===== config.mk =====
export PLATFORM = sky130hd
export DESIGN_NAME = axis_weight_pixel_join_flat
export DESIGN_NICKNAME = d
export VERILOG_FILES = /design/src/rtl/axis_weight_pixel_join_if.sv /design/src/rtl/axis_weight_pixel_join.sv /design/src/flat_wrapper.sv
export SDC_FILE = /design/constraint.sdc
export NUM_CORES = 1
export LEC_CHECK = 0
export ABC_CLOCK_PERIOD_IN_PS = 1700
export BUFFER_PORTS_ARGS = -buffer_cell sky130_fd_sc_hd__buf_2
export CAP_MARGIN = 20
export CORE_UTILIZATION = 48
export CTS_CLUSTER_SIZE = 30
export DETAILED_ROUTE_END_ITERATION = 12
export PLACE_DENSITY_LB_ADDON = 0.08
export SYNTH_ARGS = -nofsm -noshare
export SYNTH_HDL_FRONTEND = slang
export SYNTH_SLANG_ARGS = --single-unit
export TNS_END_PERCENT = 50

===== constraint.sdc =====
create_clock -name aclk -period 1.7 [get_ports aclk]
set_input_delay 0.085 -clock aclk [delete_from_list [all_inputs] [get_ports aclk]]
set_output_delay 0.085 -clock aclk [all_outputs]
set_load 0.01 [all_outputs]

===== src/rtl/axis_weight_pixel_join_if.sv =====
// -----------------------------------------------------------------------------
// axis_weight_pixel_join_if
// Bundles the weight stream, the pixel stream, the joined output stream and
// the framing error flag of axis_weight_pixel_join.
//   master : upstream sources plus downstream sink (drives valids/data and
//            m_tready, observes readys and the joined beat)
//   slave  : the join block itself
// Signals:
//   s_w_*  weight stream in  (tvalid/tready/tlast/tdata/tuser)
//   s_x_*  pixel stream in   (tvalid/tready/tdata)
//   m_*    joined stream out (tvalid/tready/tlast/tdata_w/tdata_x/tuser)
//   err_framing  sticky config/data framing error
// -----------------------------------------------------------------------------
interface axis_weight_pixel_join_if #(
  parameter int COLS        = 2,
  parameter int ROWS        = 2,
  parameter int WORD_WIDTH  = 8,
  parameter int TUSER_WIDTH = 4
);
  logic                        s_w_tvalid;
  logic                        s_w_tready;
  logic                        s_w_tlast;
  logic [COLS*WORD_WIDTH-1:0]  s_w_tdata;
  logic [TUSER_WIDTH-1:0]      s_w_tuser;
  logic                        s_x_tvalid;
  logic                        s_x_tready;
  logic [ROWS*WORD_WIDTH-1:0]  s_x_tdata;
  logic                        m_tvalid;
  logic                        m_tready;
  logic                        m_tlast;
  logic [COLS*WORD_WIDTH-1:0]  m_tdata_w;
  logic [ROWS*WORD_WIDTH-1:0]  m_tdata_x;
  logic [TUSER_WIDTH-1:0]      m_tuser;
  logic                        err_framing;

  modport master (
    output s_w_tvalid, s_w_tlast, s_w_tdata, s_w_tuser,
    output s_x_tvalid, s_x_tdata, m_tready,
    input  s_w_tready, s_x_tready,
    input  m_tvalid, m_tlast, m_tdata_w, m_tdata_x, m_tuser, err_framing
  );

  modport slave (
    input  s_w_tvalid, s_w_tlast, s_w_tdata, s_w_tuser,
    input  s_x_tvalid, s_x_tdata, m_tready,
    output s_w_tready, s_x_tready,
    output m_tvalid, m_tlast, m_tdata_w, m_tdata_x, m_tuser, err_framing
  );
endinterface


===== src/rtl/axis_weight_pixel_join.sv =====
// -----------------------------------------------------------------------------
// axis_weight_pixel_join
// Joins the weight rotator stream with the pixel stream into one AXIS beat for
// the PE array. Config beats (tuser[CONFIG_BIT]=1) pass alone and never take a
// pixel; every other beat needs both a weight and a pixel. The output is a
// two-entry skid buffer so input readys come only from registered occupancy.
// A small FSM checks that each weight packet opens with CONFIG_BEATS config
// beats and sets a sticky err_framing otherwise.
// Ports:
//   aclk, aresetn : clock, asynchronous active-low reset
//   bus (slave)   : weight in, pixel in, joined out, err_framing
//   stat_*        : beat/stall counters (only with the macro below)
// Optional feature macro: AXIS_WEIGHT_PIXEL_JOIN_STATS_EN
// -----------------------------------------------------------------------------
module axis_weight_pixel_join #(
  parameter int COLS         = 2,
  parameter int ROWS         = 2,
  parameter int WORD_WIDTH   = 8,
  parameter int TUSER_WIDTH  = 4,
  parameter int CONFIG_BIT   = 0,
  parameter int CONFIG_BEATS = 2
) (
  input  logic                   aclk,
  input  logic                   aresetn,
  axis_weight_pixel_join_if.slave bus
`ifdef AXIS_WEIGHT_PIXEL_JOIN_STATS_EN
  ,
  output logic [31:0]            stat_beats,
  output logic [31:0]            stat_cfg,
  output logic [31:0]            stat_stall_x,
  output logic [31:0]            stat_stall_m
`endif
);
  localparam int WW = COLS*WORD_WIDTH;
  localparam int XW = ROWS*WORD_WIDTH;
  localparam int CW = $clog2(CONFIG_BEATS+1);
  localparam logic [CW-1:0] CB  = CW'(CONFIG_BEATS);
  localparam logic [CW-1:0] CB1 = CW'(CONFIG_BEATS-1);

  typedef enum logic {S_CONFIG, S_DATA} state_t;

  logic                   r_en;
  logic                   r_m_vld, r_m_last;
  logic [WW-1:0]          r_m_w;
  logic [XW-1:0]          r_m_x;
  logic [TUSER_WIDTH-1:0] r_m_user;
  logic                   r_s_vld, r_s_last;
  logic [WW-1:0]          r_s_w;
  logic [XW-1:0]          r_s_x;
  logic [TUSER_WIDTH-1:0] r_s_user;
  state_t                 r_state;
  logic [CW-1:0]          r_cfg_cnt;
  logic                   r_err;

  logic          w_cfg, w_not_full, w_fire, w_pop;
  logic [XW-1:0] w_x_in;

  assign w_cfg      = bus.s_w_tuser[CONFIG_BIT];
  // r_en stays low through reset and the first edge after release, so the
  // readys are 0 during reset and come up synchronously afterwards.
  assign w_not_full = r_en && !r_s_vld;
  assign w_fire     = bus.s_w_tvalid && (w_cfg || bus.s_x_tvalid) && w_not_full;
  assign w_pop      = r_m_vld && bus.m_tready;
  assign w_x_in     = w_cfg ? '0 : bus.s_x_tdata;

  assign bus.s_w_tready  = w_not_full && (w_cfg || bus.s_x_tvalid);
  assign bus.s_x_tready  = w_not_full && bus.s_w_tvalid && !w_cfg;
  assign bus.m_tvalid    = r_m_vld;
  assign bus.m_tlast     = r_m_last;
  assign bus.m_tdata_w   = r_m_w;
  assign bus.m_tdata_x   = r_m_x;
  assign bus.m_tuser     = r_m_user;
  assign bus.err_framing = r_err;

  // Skid buffer: main register feeds the output, skid register catches the
  // one beat accepted while the output is stalled.
  always_ff @(posedge aclk or negedge aresetn) begin
    if (!aresetn) begin
      r_en     <= 1'b0;
      r_m_vld  <= 1'b0;
      r_m_last <= 1'b0;
      r_m_w    <= '0;
      r_m_x    <= '0;
      r_m_user <= '0;
      r_s_vld  <= 1'b0;
      r_s_last <= 1'b0;
      r_s_w    <= '0;
      r_s_x    <= '0;
      r_s_user <= '0;
    end else begin
      r_en <= 1'b1;
      if (w_pop) begin
        if (r_s_vld) begin
          // Skid full means no push this cycle; promote skid to main.
          r_m_last <= r_s_last;
          r_m_w    <= r_s_w;
          r_m_x    <= r_s_x;
          r_m_user <= r_s_user;
          r_s_vld  <= 1'b0;
        end else if (w_fire) begin
          r_m_last <= bus.s_w_tlast;
          r_m_w    <= bus.s_w_tdata;
          r_m_x    <= w_x_in;
          r_m_user <= bus.s_w_tuser;
        end else begin
          r_m_vld  <= 1'b0;
        end
      end else if (w_fire) begin
        if (!r_m_vld) begin
          r_m_vld  <= 1'b1;
          r_m_last <= bus.s_w_tlast;
          r_m_w    <= bus.s_w_tdata;
          r_m_x    <= w_x_in;
          r_m_user <= bus.s_w_tuser;
        end else begin
          r_s_vld  <= 1'b1;
          r_s_last <= bus.s_w_tlast;
          r_s_w    <= bus.s_w_tdata;
          r_s_x    <= w_x_in;
          r_s_user <= bus.s_w_tuser;
        end
      end
    end
  end

  // Framing checker: beats always pass, violations only raise err_framing.
  always_ff @(posedge aclk or negedge aresetn) begin
    if (!aresetn) begin
      r_state   <= S_CONFIG;
      r_cfg_cnt <= '0;
      r_err     <= 1'b0;
    end else if (w_fire) begin
      case (r_state)
        S_CONFIG: begin
          if (bus.s_w_tlast) begin
            r_err     <= 1'b1;
            r_cfg_cnt <= '0;
          end else begin
            if (!w_cfg && (r_cfg_cnt < CB)) r_err <= 1'b1;
            if (r_cfg_cnt != CB) r_cfg_cnt <= r_cfg_cnt + CW'(1);
            if (w_cfg && (r_cfg_cnt >= CB1)) r_state <= S_DATA;
          end
        end
        default: begin
          if (w_cfg) r_err <= 1'b1;
          if (bus.s_w_tlast) begin
            r_state   <= S_CONFIG;
            r_cfg_cnt <= '0;
          end
        end
      endcase
    end
  end

`ifdef AXIS_WEIGHT_PIXEL_JOIN_STATS_EN
  logic [31:0] r_stat_beats, r_stat_cfg, r_stat_stall_x, r_stat_stall_m;

  always_ff @(posedge aclk or negedge aresetn) begin
    if (!aresetn) begin
      r_stat_beats   <= '0;
      r_stat_cfg     <= '0;
      r_stat_stall_x <= '0;
      r_stat_stall_m <= '0;
    end else begin
      if (w_fire && !w_cfg) r_stat_beats <= r_stat_beats + 32'd1;
      if (w_fire && w_cfg)  r_stat_cfg   <= r_stat_cfg + 32'd1;
      if (bus.s_w_tvalid && !w_cfg && !bus.s_x_tvalid)
        r_stat_stall_x <= r_stat_stall_x + 32'd1;
      if (r_m_vld && !bus.m_tready)
        r_stat_stall_m <= r_stat_stall_m + 32'd1;
    end
  end

  assign stat_beats   = r_stat_beats;
  assign stat_cfg     = r_stat_cfg;
  assign stat_stall_x = r_stat_stall_x;
  assign stat_stall_m = r_stat_stall_m;
`endif
endmodule


===== src/flat_wrapper.sv =====
// flat-port wrapper written by rule: the top's interface ports become plain ports
module axis_weight_pixel_join_flat 
#(
  parameter int COLS         = 2,
  parameter int ROWS         = 2,
  parameter int WORD_WIDTH   = 8,
  parameter int TUSER_WIDTH  = 4,
  parameter int CONFIG_BIT   = 0,
  parameter int CONFIG_BEATS = 2
)
  (aclk, aresetn, bus_s_w_tvalid, bus_s_w_tlast, bus_s_w_tdata, bus_s_w_tuser, bus_s_x_tvalid, bus_s_x_tdata, bus_m_tready, bus_s_w_tready, bus_s_x_tready, bus_m_tvalid, bus_m_tlast, bus_m_tdata_w, bus_m_tdata_x, bus_m_tuser, bus_err_framing);
  axis_weight_pixel_join_if #(.COLS(COLS), .ROWS(ROWS), .WORD_WIDTH(WORD_WIDTH), .TUSER_WIDTH(TUSER_WIDTH)) bus_i ();
  input  logic aclk;
  input  logic aresetn;
  input wire logic [$bits(bus_i.s_w_tvalid)-1:0] bus_s_w_tvalid;
  input wire logic [$bits(bus_i.s_w_tlast)-1:0] bus_s_w_tlast;
  input wire logic [$bits(bus_i.s_w_tdata)-1:0] bus_s_w_tdata;
  input wire logic [$bits(bus_i.s_w_tuser)-1:0] bus_s_w_tuser;
  input wire logic [$bits(bus_i.s_x_tvalid)-1:0] bus_s_x_tvalid;
  input wire logic [$bits(bus_i.s_x_tdata)-1:0] bus_s_x_tdata;
  input wire logic [$bits(bus_i.m_tready)-1:0] bus_m_tready;
  output wire logic [$bits(bus_i.s_w_tready)-1:0] bus_s_w_tready;
  output wire logic [$bits(bus_i.s_x_tready)-1:0] bus_s_x_tready;
  output wire logic [$bits(bus_i.m_tvalid)-1:0] bus_m_tvalid;
  output wire logic [$bits(bus_i.m_tlast)-1:0] bus_m_tlast;
  output wire logic [$bits(bus_i.m_tdata_w)-1:0] bus_m_tdata_w;
  output wire logic [$bits(bus_i.m_tdata_x)-1:0] bus_m_tdata_x;
  output wire logic [$bits(bus_i.m_tuser)-1:0] bus_m_tuser;
  output wire logic [$bits(bus_i.err_framing)-1:0] bus_err_framing;
  assign bus_i.s_w_tvalid = bus_s_w_tvalid;
  assign bus_i.s_w_tlast = bus_s_w_tlast;
  assign bus_i.s_w_tdata = bus_s_w_tdata;
  assign bus_i.s_w_tuser = bus_s_w_tuser;
  assign bus_i.s_x_tvalid = bus_s_x_tvalid;
  assign bus_i.s_x_tdata = bus_s_x_tdata;
  assign bus_i.m_tready = bus_m_tready;
  assign bus_s_w_tready = bus_i.s_w_tready;
  assign bus_s_x_tready = bus_i.s_x_tready;
  assign bus_m_tvalid = bus_i.m_tvalid;
  assign bus_m_tlast = bus_i.m_tlast;
  assign bus_m_tdata_w = bus_i.m_tdata_w;
  assign bus_m_tdata_x = bus_i.m_tdata_x;
  assign bus_m_tuser = bus_i.m_tuser;
  assign bus_err_framing = bus_i.err_framing;
  axis_weight_pixel_join #(.COLS(COLS), .ROWS(ROWS), .WORD_WIDTH(WORD_WIDTH), .TUSER_WIDTH(TUSER_WIDTH), .CONFIG_BIT(CONFIG_BIT), .CONFIG_BEATS(CONFIG_BEATS)) u_core (.aclk(aclk), .aresetn(aresetn), .bus(bus_i));
endmodule

# --- After elaboration in Yosys (flattened, before gate mapping) ---
# Index checks and enable logic that the tools add are counted.
totals:
  register_bits: 81
  latch_bits: 0
  ramBits: 0
  mem_bits_ro: 0
  input_bits: 42
  wordCells: 87
  n_memories: 0
op_classes:
  n_addsub: 1
  multipliers: 0
  div_mod_pow: 0
  order_cmp: 2
  eq_ne: 6
  shifts: 0
  muxes: 40
  bitwise: 1
  n_reduce_logical: 23
ops:
  columns: ["operator", "count"]
  rows:
  - ["two-way mux 16 bit", 11]
  - ["two-way mux 1 bit", 20]
  - ["two-way mux 4 bit", 5]
  - ["AND reduction 3 bit", 5]
  - ["inequality test 2 bit (second input constant)", 6]
  - ["logical AND 1 bit", 9]
  - ["two-way mux 2 bit", 4]
  - ["nonzero test 2 bit", 4]
  - ["nonzero test 3 bit", 1]
  - ["adder 2 x 1 -> 2 bit (second input constant)", 1]
  - [">= comparator 2 x 1 -> 1 bit (second input constant)", 1]
  - ["zero test 1 bit", 2]
  - ["< comparator 2 bit (second input constant)", 1]
  - ["AND reduction 2 bit", 1]
  - ["logical OR 1 bit", 1]
  - ["inverter 1 bit", 1]

# --- Longest topological paths before layout ---
# Gate-level depths: netlist of the first run.
logic_depth:
  ltp_word: 6
  ltp_mapped: 5
  ltp_nobuf: 5

# --- Least setup slack after synthesis of the first run ---
# No wires, ideal clock.
synth_path:
  kind: "register to register"
  start: "register u_core.r_s_vld"
  end: "register u_core.r_s_w[2]"
  setup_time_ns: 0.125
  arrival_time_ns: 1.516
  path_slack_ns: 0.059
  path_stages_with_launch: 5
  n_path_buf: 1
  synth_period_minus_slack_ns: 1.641
  path_cell_list: "dfrtp_1 nand2b_1 nor3_4 buf_6 mux2_2"
synth_via:
  elab_chain_len: 4
synth_rtl:
  columns: ["element", "line", "source"]
  rows:
  - ["from (decl)", "axis_weight_pixel_join.sv:47", "logic r_s_vld, r_s_last;"]
  - ["from (signal assigned)", "axis_weight_pixel_join.sv:85", "r_s_vld <= 1'b0;"]
  - ["from (signal assigned)", "axis_weight_pixel_join.sv:99", "r_s_vld <= 1'b0;"]
  - ["from (signal assigned)", "axis_weight_pixel_join.sv:116", "r_s_vld <= 1'b1;"]
  - ["zero test 1 bit", "axis_weight_pixel_join.sv:61", "assign w_not_full = r_en && !r_s_vld;"]
  - ["logical AND 1 bit", "axis_weight_pixel_join.sv:61", null]
  - ["logical AND 1 bit", "axis_weight_pixel_join.sv:62", "assign w_fire = bus.s_w_tvalid && (w_cfg || bus.s_x_tvalid) && w_not_full;"]
  - ["AND reduction 3 bit (no source line)", null, null]
  - ["to (signal assigned)", "axis_weight_pixel_join.sv:118", "r_s_w <= bus.s_w_tdata;"]
  - ["to (decl)", "axis_weight_pixel_join.sv:48", "logic [WW-1:0] r_s_w;"]
# No other way between the ends.
# A chain may end at the register's enable or synchronous reset.

# --- Worst setup path after layout of the first run ---
layout_path:
  start: "register u_core.r_s_vld"
  end: "register u_core.r_m_w[13] (netlist: u_core.bus.m_tdata_w[13])"
layout_via:
  elab_chain_len: 5
  elab_cells_between_ends: 8
layout_rtl:
  columns: ["element", "line", "source"]
  rows:
  - ["zero test 1 bit", "axis_weight_pixel_join.sv:61", null]
  - ["logical AND 1 bit", "axis_weight_pixel_join.sv:61", null]
  - ["logical AND 1 bit", "axis_weight_pixel_join.sv:62", null]
  - ["nonzero test 2 bit (no source line)", null, null]
  - ["AND reduction 3 bit (no source line)", null, null]
  - ["to (signal assigned)", "axis_weight_pixel_join.sv:96", "r_m_w <= r_s_w;"]
  - ["to (signal assigned)", "axis_weight_pixel_join.sv:102", "r_m_w <= bus.s_w_tdata;"]
  - ["to (signal assigned)", "axis_weight_pixel_join.sv:112", "r_m_w <= bus.s_w_tdata;"]
  - ["to (decl)", "axis_weight_pixel_join.sv:44", "logic [WW-1:0] r_m_w;"]
# Parallel ways exist; a longest one is shown, timed or not.

==> results.md, run 1 <==
- Final WL: 7.22 mm
- Crit path capture type: register
- H-tree levels: 3
- Post-Synth XOR/XNOR Area: 0%
- Post-DP Area: 4100 um^2
- Clock latency on the worst-skew pair: 0.34 ns
- Post-CTS Setup Bufs: 0
- Sw frac: 28.8%
- Critical Path RT: 1.93 ns
- Finished Core Util: 63.2%
- Clock skew: 0.00412 ns
- Cell area after synthesis: 3580 um^2
- Status: complete, but fails checks
- Placer congestion estimate: 0.768
- Unique masters post-synth: 34
- Post-synthesis adder-cell area fraction: 0.699%
- Arrival time worst endpoint: 1.87 ns
- CTS tree: yes
- Syn_nets: 306
- Total Routing Usage GR: 19.7%
- Chip height: 88.3 um
- Simple-gate area share of the yosys netlist: 13.0%
- Hold Crit Start: bus_s_w_tuser[0]
- Port bufs: 82
- Worst Hold Class: input port to register
- Vias in the first global route: 2459
- Total negative slack: 0 ns
- Root buf cell: clkbuf_8
- Crit path launch type: register
- P_int: 5080 uW
- First-pass GRT wire length: 11.6 mm
- Row count: 31
- Seq pwr share: 45.9%
- Clk slew on worst S/H paths: 0.08 ns
- Pwr dens: 1570 nW/um^2
- Pin count of the biggest net entering global routing: 82
- Mean Syn Cell Area: 13.7 um^2
- Initial core utilization: 49.6%
- Leakage power: 0.00205 uW
- Post-CTS resize count: 0
- Final Cycle Share: 96.2%
- Seq cells post-synth: 81
- Vias: 2506
- Yosys warns: 0
- Total grt overflow: 0
- Main combinational cell family by area after synthesis: compound AO/OA/AOI/OAI gates
- Critical Path Source: u_core.r_s_vld$_DFFE_PN0P_
- Final Instance Area: 4560 um^2
- Fmax achieved: 612 MHz
- Failing checks: design-rule violations
- Final Hold Viols: 0
- Slew Limit Fails: 0
- Reg2reg start: u_core.r_s_vld$_DFFE_PN0P_
- DRT iter0 DRCs: 137
- # setup viols final: 0
- Tmin final: 1.63 ns
- Worst IR Drop VDD: 0.735 mV
- Initial antenna violation count: 0
- Switching power: 2060 uW
- Cells after Synth: 262
- CTS sink count: 81
- WL/cell: 15.2 um
- Post-route ant nets: 0
- Detail Placement HPWL: 4.45 mm
- Drt first pass iters: 8
- Antenna diode count: 0
- Compound-Gate Fraction of Synth Area: 14.2%
- Crit path kind: register to register
- Overall Power: 7150 uW
- Clock network power share: 23.2%
- Die Wd: 88.3 um
- CTS Buf Count: 9
- Deepest clock path buffer count: 2
- Nets: 414
- Die footprint: 7800 um^2
- Combinational share of power: 30.9%
- Sequential fraction of the synthesis area: 56.6%
- IO Pins: 83
- RSZ-0062 raised after global routing: false
- # DRC: 2
- Max cap viols: 0
- Area growth syn-to-layout: 27.4%
- Core area: 7210 um^2
- Via-to-Cell Ratio: 5.29
- Share of layout cells above drive strength 1: 54.9%
- Critical-path maximum fanout: 37
- Post-synthesis mux area share: 11.6%
## cells in the mapped netlist, drive strengths merged
cell type	count	share of area [%]
nand3	1	0.14
o211ai	1	0.21
a31o	1	0.24
nand2	2	0.21
nand3b	2	0.77
clkbuf	6	0.63
a21oi	1	0.14
or2	38	6.6
a21o	1	0.21
a31oi	2	0.35
o2bb2ai	1	0.24
inv	4	0.42
and3b	1	0.24
and4	1	0.24
ha	2	0.70
nor3	2	0.59
o221a	37	12
nor2	6	0.70
mux2	37	12
nor2b	17	3.0
buf	10	2.6
dfrtp	81	57
o21ai	2	0.28
conb	1	0.10
o31ai	1	0.59
or3	1	0.17
nand2b	2	0.35
a32o	1	0.28
## repair_timing
| action | in CTS | in global routing |
|---|---|---|
| hold buffers | 22 | 0 |
| endpoints found under the setup margin | 0 | 0 |
| hold endpoints to repair | 102 | 0 |
## power groups by stage
| stage | sequential, uW | combinational [uW] | clock (uW) |
|---|---|---|---|
| after global routing | 3400 | 2440 | 1760 |
| after CTS | 3280 | 2240 | 1700 |
| final | 3280 | 2210 | 1660 |
| after detailed placement | 3310 | 2210 | 0 |
| after global placement | 3280 | 2150 | 0 |
| after floorplan | 3430 | 1240 | 0 |
## final cells by class
type	count	area, um^2
inverter	4	15.0
fill	594	2660
clock inverter	5	104
tap	99	124
timing repair buffer	113	738
sequential	81	2030
clock buffer	11	131
multi-input combinational	161	1420
## flip-flops by register name (all words and copies together) (netlist names), 2 cells and up
name	cells
u_core.r_s_w	16
u_core.r_cfg_cnt	2
u_core.bus.m_tdata_w	16
u_core.bus.m_tdata_x	16
u_core.r_s_x	16
u_core.r_s_user	4
u_core.bus.m_tuser	4
## worst max-delay path, cell delays in order, from the launching register on
cell and delay (ns):
dfrtp_1 0.42, nand3b_4 0.19, or3_1 0.43, buf_12 0.20, o221a_2 0.28
## cell families after synthesis
group,after synthesis
and+or+nand+nor,73
AOI/OAI and AO/OA,48
adders and majority gates,2
DFF,81
other,1
muxes,37
buffers and inverters,20
## placed cells by master (no fill, tap or decap), drive strengths merged, types with 2 or more instances in the layout
cell type	Yosys	final
nand2b	2	2
o21ai	2	2
nor2	6	6
nand3b	2	2
mux2	37	37
dlygate4sd3	0	22
o221a	37	37
clkinv	0	2
buf	10	91
nand2	2	2
a31oi	2	2
inv	4	4
or2	38	38
nor2b	17	17
bufinv	0	3
ha	2	2
dfrtp	81	81
nor3	2	2
clkbuf	6	11
## metrics by stage
step / worst slack (ns) / std cells / hold slack [ns]
after floorplan: 0.0589 / 262 / -0.211
after global placement: 0.101 / 436 / 0.149
after detailed placement: 0.0656 / 436 / 0.148
after CTS: 0.0588 / 474 / 0.110
after global routing: 0.0185 / 474 / 0.148
final: 0.0653 / 474 / 0.130
## layer usage
layer,up-vias,part of all wire [%],GRT usage [%]
li1,1174,-,-
met1,1270,50,27.3
met2,55,45,30.5
met3,7,3.7,3.08
met4,0,1.4,9.68
met5,-,0,0
## path summary, 6_finish.rpt
kind / cells after the start / slack (ns) / to
worst min register to register: 1 / 0.47 / u_core.bus.err_framing$_DFFE_PN0P_
worst max register to register: 4 / 0.07 / u_core.bus.m_tdata_w[13]$_DFFE_PN0P_
max in group asynchronous: 3 / 1.05 / u_core.r_s_x[11]$_DFFE_PN0P_
worst max-delay path: 4 / 0.07 / u_core.bus.m_tdata_w[13]$_DFFE_PN0P_
worst min-delay path: 3 / 0.13 / u_core.r_state$_DFFE_PN0P_
min in group asynchronous: 3 / 0.30 / u_core.bus.m_tdata_x[8]$_DFFE_PN0P_
(Power assumes the default switching activity.)
==> inputs of run 2 (changes only) <==
--- a/config.mk
+++ b/config.mk
@@ -8,7 +8,8 @@
 export ABC_CLOCK_PERIOD_IN_PS = 1700
 export BUFFER_PORTS_ARGS = -buffer_cell sky130_fd_sc_hd__buf_2
 export CAP_MARGIN = 20
-export CORE_UTILIZATION = 48
+export CORE_UTILIZATION = 50
+export CTS_BUF_LIST = sky130_fd_sc_hd__clkbuf_8
 export CTS_CLUSTER_SIZE = 30
 export DETAILED_ROUTE_END_ITERATION = 12
 export PLACE_DENSITY_LB_ADDON = 0.08
==> run 2 against run 1 <==
  * The flow now finishes without violations
  * Setup slack better by 0.0011 ns
  * Power up 1.1%
  * Via count down 1.1%
  * Register-to-register slack about the same
  * Maximum frequency about the same
  * Die area down 3.9%
  * Count of clock-buffer cells in the layout down 1
  * Wire length up 3.3%
  * Cell count unchanged
  * Non-clock buffer count up 4
  * Core utilization up 4.0 points
  * Worst hold slack better by 0.0063 ns
  * Critical path type unchanged
  * Critical endpoint is now u_core.bus.m_tlast$_DFFE_PN0P_
  * Highest routed layer unchanged
==> results.md, run 2 (synthesis gave the netlist of run 1 again) <==
- Placer congestion estimate: 0.791 (+3.0%)
- Min Hold Slack: 0.136 ns (+0.00633 ns)
- Initial core utilization: 52.1% (+2.5 points)
- Non-filler cells in the finished layout: 474 (unchanged)
- Clock latency on the worst-skew pair: 0.35 ns (about the same)
- Status: completed
- Initial antenna violation count: 0 (unchanged)
- Reg2reg setup slack: 0.07 ns (about the same)
- R2r worst-path depth: 4 (unchanged)
- Final Cycle Share: 96.1% (about the same)
- Nets: 418 (+0.97%)
- Vias in the first global route: 2503 (+1.8%)
- Detail Placement HPWL: 4.92 mm (+10%)
- CTS Buf Count: 9 (unchanged)
- Worst IR Drop VDD: 0.832 mV (+13%)
- Total Routing Usage GR: 21.4% (+1.7 points)
- Core area: 6870 um^2 (-4.8%)
- Reg2reg start: u_core.r_s_vld$_DFFE_PN0P_
- Final WL: 7.45 mm (+3.3%)
- Post-CTS Setup Bufs: 0 (unchanged)
- RSZ-0062 raised after global routing: false
- Root buf cell: clkbuf_8
- Critical-path maximum fanout: 19 (-49%)
- Total grt overflow: 0 (unchanged)
- Crit-path cells: nand3b_4 -> or3_1 -> buf_4 -> o221a_2
- DRT iter0 DRCs: 114 (-17%)
- WL/cell: 15.7 um (+3.3%)
- Fillers: 543 (-8.6%)
- Max cap viols: 0 (unchanged)
- First-pass GRT wire length: 12.1 mm (+4.3%)
- Deepest clock path buffer count: 2 (unchanged)
- Final Hold Viols: 0 (unchanged)
- Worst Hold Depth: 3 (unchanged)
- Antenna diode count: 0 (unchanged)
- Hold Crit Start: bus_s_x_tdata[13]
- Placed Cells: 437 (+0.23%)
- Clk slew on worst S/H paths: 0.08 ns (about the same)
- Tmin final: 1.63 ns (-0.00114 ns)
- Largest stage delay on the critical path: 0.42 ns (about the same)
- CTS sink count: 81 (unchanged)
- Share of layout cells above drive strength 1: 55.8% (+0.89 points)
- Pin count of the biggest net entering global routing: 32 (-61%)
- IO Pins: 83 (unchanged)
- Area growth syn-to-layout: 29.0%
- Worst Hold Class: input port to register
- CTS tree: yes
- Hold path endpoint: u_core.r_s_x[13]$_DFFE_PN0P_
- # DRC: 0 (-2)
- Port bufs: 82 (unchanged)
- Fmax achieved: 612 MHz (about the same)
- Vias: 2478 (-1.1%)
- H-tree levels: 3 (unchanged)
- Crit path capture type: register
- Reg-to-reg endpoint: u_core.bus.m_tlast$_DFFE_PN0P_
- Die Wd: 86.6 um (-2.0%)
- Crit path kind: register to register
- Die footprint: 7500 um^2 (-3.9%)
- Critical Path RT: 1.94 ns (about the same)
- Row count: 30 (-3.2%)
- Arrival time worst endpoint: 1.87 ns (about the same)
- # setup viols final: 0 (unchanged)
- Via-to-Cell Ratio: 5.23 (-1.1%)
- Clock skew: 0.00819 ns (+0.00407 ns)
- Leakage power: 0.00207 uW (+1.3%)
- Total negative slack: 0 ns (unchanged)
- Drt first pass iters: 4 (-4)
- Slew Limit Fails: 0 (unchanged)
- Chip height: 86.6 um (-2.0%)
- Pwr dens: 1570 nW/um^2 (-0.12%)
- Crit path launch type: register
- Post-route ant nets: 0 (unchanged)
- Slowest-stage cell, CP: dfrtp_1
- Commonest cells after routing, fill and taps aside: buf_2, dfrtp_1, or2_2
-- run 2: per-stage QoR --
stage	cell area, um^2	util (%)	setup WS, ns	power, uW
finish	4620	67.2	0.0665	7230
global placement	4160	60.5	0.103	5460
CTS	4620	67.2	0.0588	7290
detailed placement	4160	60.5	0.0692	5570
global route	4620	67.2	0.00978	7640
floorplan	3580	-	0.0589	4680
-- run 2: layer usage --
metal | wire length [um] | up-vias | share of wire, % | GRT usage (%)
met1 | 3460 | 1238 | 46 | 28.5
met4 | 119 | 0 | 1.6 | 8.64
met5 | 0 | - | 0 | 0
met3 | 315 | 9 | 4.2 | 4.67
li1 | - | 1177 | - | -
met2 | 3560 | 54 | 48 | 34.3
-- run 2: layout make-up --
class / count / area (um^2) / area share [%]
flip-flops and latches: 81 / 2030 / 43.9
multi-input cells: 161 / 1420 / 30.8
repair buffers: 117 / 793 / 17.2
clock buffers: 10 / 138 / 2.98
well taps: 96 / 120 / 2.60
clock inverters: 5 / 104 / 2.25
inverters: 4 / 15.0 / 0.325
-- run 2: timing repair --
action / CTS / global route
endpoints found under the hold margin: 102 / 0
resized for setup: 0 / 0
hold buffers: 22 / 0
-- run 2: how the worst max path moves through the flow --
stage                                     from                                    to  slack [ns]  cells past startpoint
floorplan           u_core.r_s_vld$_DFFE_PN0P_           u_core.r_s_w[2]$_DFFE_PN0P_        0.06                      4
global placement    u_core.r_s_vld$_DFFE_PN0P_  u_core.bus.m_tdata_w[15]$_DFFE_PN0P_        0.10                      4
detailed placement  u_core.r_s_vld$_DFFE_PN0P_        u_core.bus.m_tlast$_DFFE_PN0P_        0.07                      4
CTS                 u_core.r_s_vld$_DFFE_PN0P_        u_core.bus.m_tlast$_DFFE_PN0P_        0.06                      4
global route        u_core.r_s_vld$_DFFE_PN0P_        u_core.bus.m_tlast$_DFFE_PN0P_        0.01                      4
finish              u_core.r_s_vld$_DFFE_PN0P_        u_core.bus.m_tlast$_DFFE_PN0P_        0.07                      4
-- run 2: worst max-delay path, delay by kind of cell, from the launching register on --
family / cells / cell delay (ns)
AO/OA/AOI/OAI: 1 / 0.29
buffers and inverters: 1 / 0.22
flip-flops: 1 / 0.42
AND/OR/NAND/NOR: 2 / 0.60
-- run 2: where the power goes --
group	internal, uW	switching (uW)	total [uW]
Clock	1010	687	1690
Sequential	2810	448	3260
Combinational	1330	947	2270
==> inputs of run 3 (changes only) <==
--- a/config.mk
+++ b/config.mk
@@ -13,6 +13,7 @@
 export CTS_CLUSTER_SIZE = 30
 export DETAILED_ROUTE_END_ITERATION = 12
 export PLACE_DENSITY_LB_ADDON = 0.08
+export RECOVER_POWER = 50
 export SYNTH_ARGS = -nofsm -noshare
 export SYNTH_HDL_FRONTEND = slang
 export SYNTH_SLANG_ARGS = --single-unit
==> run 3 against run 2 <==
  * Clock power about the same
  * First-iteration DRC count up 5.3%
  * Setup slack worse by 0.0022 ns
  * Cell count is the same
  * Count of clock-buffer cells in the layout did not move
  * Wire length down 0.24%
  * Clock skew about the same
  * Via count grew 0.12%
  * Design area decreased by 0.65%
  * Sequential cell count did not move
  * Core utilization is 0.44 points lower
  * Global-route usage did not move
  * Critical path type unchanged
  * Highest routed layer unchanged
==> results.md, run 3 (synthesis gave the netlist of run 1 again) <==
- Final Cycle Share: 96.2% (+0.13 points)
- Final WL: 7.44 mm (-0.24%)
- Slowest-stage cell, CP: dfrtp_1
- Share of layout cells above drive strength 1: 50.5% (-5.3 points)
- Via-to-Cell Ratio: 5.23 (+0.12%)
- Fmax achieved: 611 MHz (-0.13%)
- Clock skew: 0.00808 ns (-0.000106 ns)
- Detail Placement HPWL: 4.92 mm (unchanged)
- Core area: 6870 um^2 (unchanged)
- Post-route ant nets: 0 (unchanged)
- R2r worst-path depth: 4 (unchanged)
- H-tree levels: 3 (unchanged)
- Total negative slack: 0 ns (unchanged)
- Critical Path Source: u_core.r_s_vld$_DFFE_PN0P_
- Tmin final: 1.64 ns (+0.00215 ns)
- Deepest clock path buffer count: 2 (unchanged)
- Root buf cell: clkbuf_8
- Max-slew headroom: 17.0%
- CTS tree: yes
- Antenna diode count: 0 (unchanged)
- Crit path launch type: register
- Port bufs: 82 (unchanged)
- WL/cell: 15.7 um (-0.24%)
- # DRC: 0 (unchanged)
- Fillers: 551 (+1.5%)
- Row count: 30 (unchanged)
- Status: completed
- Crit-path cells: nand3b_4 -> or3_1 -> buf_4 -> o221a_2
- Die footprint: 7500 um^2 (unchanged)
- Total grt overflow: 0 (unchanged)
- # setup viols final: 0 (unchanged)
- Placer congestion estimate: 0.791 (unchanged)
- Pwr dens: 1560 nW/um^2 (-0.15%)
- DRT iter0 DRCs: 120 (+5.3%)
- First-pass GRT wire length: 12.1 mm (unchanged)
- RSZ-0062 raised after global routing: false
- Reg2reg start: u_core.r_s_vld$_DFFE_PN0P_
- Worst Hold Class: input port to register
- Slew @ Worst Pin: 1.24 ns
- Most common cell after layout, fill and taps aside: dfrtp_1
- Drt first pass iters: 4 (unchanged)
- Total Routing Usage GR: 21.4% (unchanged)
- Die Wd: 86.6 um (unchanged)
- Largest stage delay on the critical path: 0.42 ns (about the same)
- Arrival time worst endpoint: 1.87 ns (about the same)
- Critical-path maximum fanout: 19 (unchanged)
- Reg-to-reg endpoint: u_core.bus.m_tlast$_DFFE_PN0P_
- Worst IR Drop VDD: 0.831 mV (-0.12%)
- Crit path capture type: register
- CP endpoint: u_core.bus.m_tlast$_DFFE_PN0P_
- Crit path kind: register to register
- Max cap viols: 0 (unchanged)
- CTS Buf Count: 9 (unchanged)
- Clk slew on worst S/H paths: 0.08 ns (about the same)
- Nets: 418 (unchanged)
- Sequential Area: 2030 um^2 (unchanged)
- Slew Limit Fails: 0 (unchanged)
- Vias in the first global route: 2503 (unchanged)
- Multi-input gate area: 1420 um^2 (unchanged)
- Vias: 2481 (+0.12%)
- IO Pins: 83 (unchanged)
- Initial core utilization: 52.1% (unchanged)
- Area growth syn-to-layout: 28.2%
- Final Hold Viols: 0 (unchanged)
- CTS sink count: 81 (unchanged)
- Chip height: 86.6 um (unchanged)
- Post-CTS Setup Bufs: 0 (unchanged)
- Commonest cells after routing, fill and taps aside: dfrtp_1, buf_2, or2_2
- Reg2reg setup slack: 0.06 ns (about the same)
- Finished Core Util: 66.8% (-0.44 points)
- Leakage power: 0.00202 uW (-2.5%)
- Clock latency on the worst-skew pair: 0.35 ns (about the same)
- Initial antenna violation count: 0 (unchanged)
- Pin count of the biggest net entering global routing: 32 (unchanged)
- Critical Path RT: 1.93 ns (about the same)
run 3: changes by cell type in the layout (fill, tap and decap cells not counted):
cell / change
buf_4: -2
buf_2: -18
clkbuf_1: +20
run 3: layer usage:
metal | global-route usage (%) | share of wire [%] | vias up
li1 | - | - | 1177
met1 | 28.5 | 47 | 1243
met2 | 34.3 | 48 | 52
met3 | 4.67 | 4.2 | 9
met4 | 8.64 | 1.4 | 0
met5 | 0 | 0 | -
run 3: critical path: cells and delay by family, from the launching register on:
family          cells  cell delay, ns
compound gates      1            0.29
buf+inv             1            0.22
flops               1            0.42
simple gates        2            0.59
run 3: through the flow:
step / hold slack [ns] / setup slack, ns / area, um^2 / cells / power, uW
after floorplan: -0.211 / 0.0589 / 3580 / 262 / 4680
after global routing: 0.153 / 0.00950 / 4590 / 474 / 7600
after detailed placement: -0.00428 / 0.0692 / 4160 / 437 / 5570
final: 0.141 / 0.0643 / 4590 / 474 / 7170
after global placement: -0.00684 / 0.103 / 4160 / 437 / 5460
after CTS: 0.125 / 0.0588 / 4620 / 474 / 7290
run 3: final cells by class:
type | count | area share [%]
tap | 96 | 2.62
multi-input combinational | 161 | 31.0
inverter | 4 | 0.327
clock inverter | 5 | 2.26
clock buffer | 10 | 3.00
timing repair buffer | 117 | 16.6
sequential | 81 | 44.2
run 3: repair_timing:
action | CTS | global route
resized for setup | 0 | 0
hold buffers | 22 | 0
hold endpoints to repair | 102 | 0
run 3: where the power goes:
group          internal (uW)  switching, uW
Clock                   1010            681
Sequential              2810            456
Combinational           1270            947
Total                   5080           2080
run 3: how the worst min path moves through the flow:
stage	start	end	slack [ns]	depth (start not counted)
CTS	bus_s_x_tdata[13]	u_core.r_s_x[13]$_DFFE_PN0P_	0.12	3
floorplan	aresetn	u_core.bus.err_framing$_DFFE_PN0P_	-0.21	0
detailed placement	aresetn	u_core.bus.m_tdata_x[8]$_DFFE_PN0P_	-0.004	1
global route	bus_s_x_tdata[12]	u_core.r_s_x[12]$_DFFE_PN0P_	0.15	3
finish	bus_s_x_tdata[13]	u_core.r_s_x[13]$_DFFE_PN0P_	0.14	3
global placement	aresetn	u_core.r_s_x[8]$_DFFE_PN0P_	-0.007	1
